==> src/rtl/wordle_pkg.sv <==
// Shared definitions for the Wordle scoring path: color codes, scorer
// states, word geometry and a byte-extraction helper.
package wordle_pkg;

   localparam int N_LETTERS = 5;
   localparam int CHAR_W    = 8;
   localparam int WORD_W    = N_LETTERS * CHAR_W;
   localparam int RESULT_W  = N_LETTERS * 2;

   typedef enum logic [1:0] {
      GRAY   = 2'b00,
      YELLOW = 2'b01,
      GREEN  = 2'b10
   } color_t;

   typedef enum logic [1:0] {
      S_IDLE,
      S_GREEN,
      S_YELLOW,
      S_DONE
   } state_t;

   // Position 0 is the first letter and lives in the top byte of the word.
   function automatic logic [CHAR_W-1:0] letter_at(input logic [WORD_W-1:0] word,
                                                   input int pos);
      return word[(N_LETTERS-1-pos)*CHAR_W +: CHAR_W];
   endfunction

endpackage

==> src/rtl/wordle_letter_find.sv <==
// Finds the lowest-index unconsumed target position holding a given letter.
module wordle_letter_find
   import wordle_pkg::*;
(
   input  logic [CHAR_W-1:0]    letter,
   input  logic [WORD_W-1:0]    target,
   input  logic [N_LETTERS-1:0] consumed,
   output logic                 found,
   output logic [N_LETTERS-1:0] hit
);

   // Priority search from the first letter onward; the first match wins.
   always_comb begin
      found = 1'b0;
      hit   = '0;
      for (int j = 0; j < N_LETTERS; j++) begin
         if (!found && !consumed[j] && (letter_at(target, j) == letter)) begin
            found  = 1'b1;
            hit[j] = 1'b1;
         end
      end
   end

endmodule

==> src/rtl/wordle_scorer.sv <==
// Scores a latched guess against a latched target with standard Wordle
// duplicate handling: greens first in one cycle, then one yellow
// position per cycle, left to right.
module wordle_scorer
   import wordle_pkg::*;
(
   input  logic                clk,
   input  logic                reset,
   input  logic                start,
   input  logic [WORD_W-1:0]   guess,
   input  logic [WORD_W-1:0]   target,
   output logic                ready,
   output logic                done,
   output logic [RESULT_W-1:0] result,
   output logic                win
);

   localparam logic [RESULT_W-1:0] ALL_GREEN = 10'b10_10_10_10_10;

   state_t                state;
   state_t                state_next;
   logic [WORD_W-1:0]     guess_q;
   logic [WORD_W-1:0]     target_q;
   logic [N_LETTERS-1:0]  consumed;
   logic [RESULT_W-1:0]   work;
   logic [RESULT_W-1:0]   work_next;
   logic [2:0]            idx;
   logic [RESULT_W-1:0]   result_q;
   logic                  win_q;
   logic [CHAR_W-1:0]     cur_letter;
   logic                  find_found;
   logic [N_LETTERS-1:0]  find_hit;
   logic                  yellow_hit;

   assign cur_letter = letter_at(guess_q, int'(idx));

   wordle_letter_find u_find (
      .letter   (cur_letter),
      .target   (target_q),
      .consumed (consumed),
      .found    (find_found),
      .hit      (find_hit)
   );

   // State register; reset from any state abandons the current job.
   always_ff @(posedge clk) begin
      if (reset) state <= S_IDLE;
      else       state <= state_next;
   end

   // Next-state sequencing: one green cycle, five yellow cycles, one done cycle.
   always_comb begin
      state_next = state;
      case (state)
         S_IDLE:   if (start) state_next = S_GREEN;
         S_GREEN:  state_next = S_YELLOW;
         S_YELLOW: if (idx == 3'd4) state_next = S_DONE;
         S_DONE:   state_next = S_IDLE;
         default:  state_next = S_IDLE;
      endcase
   end

   // Yellow decision for the current position, folded into the working result.
   always_comb begin
      yellow_hit = (color_t'(work[(N_LETTERS-1-int'(idx))*2 +: 2]) != GREEN) && find_found;
      work_next  = work;
      if (yellow_hit) work_next[(N_LETTERS-1-int'(idx))*2 +: 2] = YELLOW;
   end

   // Datapath: latch on accept, mark greens, walk yellows, publish on the last step.
   always_ff @(posedge clk) begin
      if (reset) begin
         guess_q  <= '0;
         target_q <= '0;
         consumed <= '0;
         work     <= '0;
         idx      <= '0;
         result_q <= '0;
         win_q    <= 1'b0;
      end else begin
         case (state)
            S_IDLE: begin
               if (start) begin
                  guess_q  <= guess;
                  target_q <= target;
                  consumed <= '0;
                  work     <= '0;
                  idx      <= '0;
                  result_q <= '0;
                  win_q    <= 1'b0;
               end
            end
            S_GREEN: begin
               for (int i = 0; i < N_LETTERS; i++) begin
                  if (letter_at(guess_q, i) == letter_at(target_q, i)) begin
                     work[(N_LETTERS-1-i)*2 +: 2] <= GREEN;
                     consumed[i]                  <= 1'b1;
                  end
               end
               idx <= '0;
            end
            S_YELLOW: begin
               work <= work_next;
               if (yellow_hit) consumed <= consumed | find_hit;
               idx <= idx + 3'd1;
               if (idx == 3'd4) begin
                  result_q <= work_next;
                  win_q    <= (work_next == ALL_GREEN);
               end
            end
            default: ;
         endcase
      end
   end

   assign ready  = (state == S_IDLE);
   assign done   = (state == S_DONE);
   assign result = result_q;
   assign win    = win_q;

endmodule

==> config.mk <==
export PLATFORM = sky130hd
export DESIGN_NAME = wordle_scorer
export DESIGN_NICKNAME = d
export VERILOG_FILES = /design/src/rtl/wordle_pkg.sv /design/src/rtl/wordle_letter_find.sv /design/src/rtl/wordle_scorer.sv
export SDC_FILE = /design/constraint.sdc
export NUM_CORES = 1
export LEC_CHECK = 0
export BUFFER_PORTS_ARGS = -buffer_cell sky130_fd_sc_hd__buf_2
export CAP_MARGIN = 10
export CORE_ASPECT_RATIO = 0.9
export CORE_UTILIZATION = 35
export CTS_CLUSTER_SIZE = 30
export DETAILED_ROUTE_END_ITERATION = 8
export PLACE_DENSITY = 0.51
export SLEW_MARGIN = 20
export SYNTH_ARGS = -nofsm -noshare
export SYNTH_HDL_FRONTEND = slang
export SYNTH_HIERARCHICAL = 1
export SYNTH_SLANG_ARGS = --single-unit
==> constraint.sdc <==
create_clock -name clk -period 5.7 [get_ports clk]
set_input_delay 0.57 -clock clk [delete_from_list [all_inputs] [get_ports clk]]
set_output_delay 0.57 -clock clk [all_outputs]
set_load 0.02 [all_outputs]
==> flow_summary.json <==
{
  "status": "finished clean",
  "row_count": 44,
  "syn-num-nets": 824,
  "gr-usage-met3_pct": 3.54,
  "drt_iter0_markers": 268,
  "critPathKind": "reg -> reg",
  "port_buffers": 95,
  "ys_async_sr_fraction_pct": 0,
  "slowest_delay_ns": 0.56,
  "numClockSinks": 111,
  "layout-area-overhead-vs-synth_pct": 16.2,
  "die-width_um": 138,
  "layout_common_cells": "nand2_1 (195), dfxtp_1 (111), a21oi_1 (102)",
  "drv_cap": 0,
  "endpoint_kind": "register",
  "grt_overflow": 0,
  "use_met2_pct": 34.6,
  "fin_crit_sh_pct": 92.0,
  "cts_made_buffers": 9,
  "clock_latency_ns": 0.35,
  "clock.fmax_mhz": 191,
  "layout.nets": 891,
  "syn_area_um2": 5800,
  "grt_pass1_vias": 5036,
  "crit_required_ns": 5.95,
  "cts_setup_buffers": 0,
  "synth_cell_types": 53,
  "p_seq_share_pct": 34.4,
  "cts_tree": "built",
  "htree_levels": 3,
  "wl_per_cell_um": 16.8,
  "p_switching_mw": 1.30,
  "final_common_cell": "nand2_1",
  "ys_seq_area_share_pct": 38.3,
  "use_met1_pct": 27.9,
  "hpwlAfterDp_um": 12700,
  "skew_ns": 0.00848,
  "drive_gt1_share_pct": 17.9,
  "hold_start": "guess[26]",
  "final_util_pct": 41.7,
  "ys_warn_count": 6,
  "crit_arrival_ns": 5.49,
  "leakage_nw": 2.78,
  "detail-route-antenna-nets": 0,
  "firstDrtPassIters": 6,
  "grt_max_degree": 81,
  "grt_pass1_wl_um": 27200,
  "relSlewSlack_pct": 37.7,
  "final_hold_viol_count": 0,
  "gp_congestion": 0.914,
  "synthCells": 729,
  "crit_fanout": 14,
  "crit_family": "simple AND/OR/NAND/NOR gates",
  "drcViolationCount": 0,
  "die_height_um": 124,
  "ys_ff_latch": 111,
  "powerDensity_nw_per_um2": 464,
  "hold_path_depth": 3,
  "p_clk_share_pct": 20.6,
  "rr_worst_depth": 17,
  "synth-edff-count": 0,
  "r2r_end": "work[3]",
  "cp_cell_sequence": "inv_1, ha_1, nor2_1, nand3_2, o32ai_1, buf_4, xnor2_1, nand3_1, or4_4, nand2_2, or3b_1, nand2_1, a311oi_2, a221oi_4, nor4_1, o21ai_0, a32o_1",
  "critPathBufInv": 2,
  "rsz0062_at_grt": "false",
  "antenna_found_initial": 0,
  "gr-max-usage-layer": "met2",
  "r2r_slack_ns": 0.46,
  "fin_cells": 1007,
  "post_cts_resized": 0,
  "grt_util_all_layers_pct": 21.0,
  "cts_hold_buffers": 0,
  "core_area_um2": 16200,
  "critPathSlowestCell": "nor4_1",
  "hold-worst-slack_ns": 0.445,
  "via_count": 5287,
  "ys.flop_type": "dfxtp_1",
  "avgSynthCellArea_um2": 7.96,
  "ir_worst_vdd_mv": 0.204,
  "hold_end": "guess_q[26]",
  "worst_pin_slew_ns": 0.935,
  "slew_viol_final": 0,
  "root_buffer": "clkbuf_16",
  "antenna-diode-count": 0,
  "start_util_pct": 35.8,
  "cp-start-kind": "register",
  "routed_wl_um": 16900,
  "tns_ns": 0,
  "internal-power_mw": 1.83,
  "period_needed_ns": 5.24,
  "p_sw_share_pct": 41.7,
  "die_area_um2": 17100,
  "reg2reg_from": "idx[0]",
  "post-route-worst-setup-slack_ns": 0.458,
  "power_frac_comb_pct": 45.0,
  "viasPerCell": 5.25,
  "clockBufferDepth": 2,
  "dp.cells": 992,
  "setup_violations": 0,
  "path_clk_slew_ns": 0.07,
  "io_pins": 96,
  "pre_cts_ws_ns": 0.307,
  "hold_class": "in -> reg"
}
worst max path at each step:
| stage | from | to | slack [ns] | depth (start not counted) |
|---|---|---|---|---|
| finish | idx[0] | work[3] | 0.46 | 17 |
| global route | idx[0] | work[3] | 0.09 | 17 |
| CTS | idx[0] | work[7] | 0.29 | 16 |
| detailed placement | idx[0] | work[7] | 0.31 | 16 |
| global placement | idx[0] | work[7] | 0.56 | 16 |
| floorplan | idx[0] | work[7] | 1.32 | 19 |
per-layer routing:
layer	vias up	part of all wire (%)
li1	2620	-
met1	2507	46
met2	130	47
met3	30	4.1
met4	0	2.2
met5	-	0
power groups by stage:
stage	sequential, mW	combinational (mW)	clock, mW
global placement	1.09	1.34	0
global route	1.09	1.57	0.692
finish	1.08	1.41	0.644
CTS	1.08	1.38	0.665
floorplan	1.02	1.10	0
detailed placement	1.10	1.37	0
through the flow:
step,area (µm²),power [mW]
5_1_grt,6740,3.35
6_report,6740,3.13
3_3_place_gp,6380,2.44
2_1_floorplan,5800,2.12
3_5_place_dp,6380,2.46
4_1_cts,6680,3.12
logic make-up (layout without fill, tap and decap cells):
group / Yosys count / count (layout) / synth area share [%]
mux: 7 / 7 / 1.21
simple gates: 286 / 286 / 22.3
fa+ha+maj: 12 / 12 / 2.59
flops: 111 / 111 / 38.3
xor+xnor: 81 / 81 / 12.8
buf+inv: 67 / 138 / 5.13
compound gates: 165 / 165 / 17.6
cells in the mapped netlist, types with 8 or more instances:
| cell type | instances | area [µm²] |
|---|---|---|
| nand2_1 | 196 | 736 |
| inv_1 | 18 | 67.6 |
| nor4_1 | 13 | 81.3 |
| o32ai_1 | 8 | 70.1 |
| xor2_1 | 45 | 394 |
| o21ai_0 | 11 | 55.1 |
| ha_1 | 12 | 150 |
| xnor2_1 | 33 | 289 |
| nand3_1 | 8 | 40.0 |
| nor2_1 | 25 | 93.8 |
| clkbuf_1 | 38 | 143 |
| nand4_1 | 8 | 50.1 |
| a21oi_1 | 102 | 510 |
| dfxtp_1 | 111 | 2220 |
| a221oi_1 | 16 | 140 |
layout make-up:
class | instances | area (µm²)
fill | 1699 | 9440
clock inverter | 2 | 38.8
inverter | 19 | 71.3
clock buffer | 13 | 260
timing repair buffer | 104 | 543
sequential | 111 | 2220
tap | 207 | 259
multi-input combinational | 551 | 3350
state kept, by name, summed over array words and instances, names as in the netlist:
signal / count
consumed: 5
guess_q: 40
idx: 3
result: 10
state: 2
target_q: 40
win: 1
work: 10
tightest hold or removal path: stages:
cell,delay [ns]
buf_2,0.09
nand2_1,0.05
a21oi_1,0.05
Power figures use the tool's default switching activity.
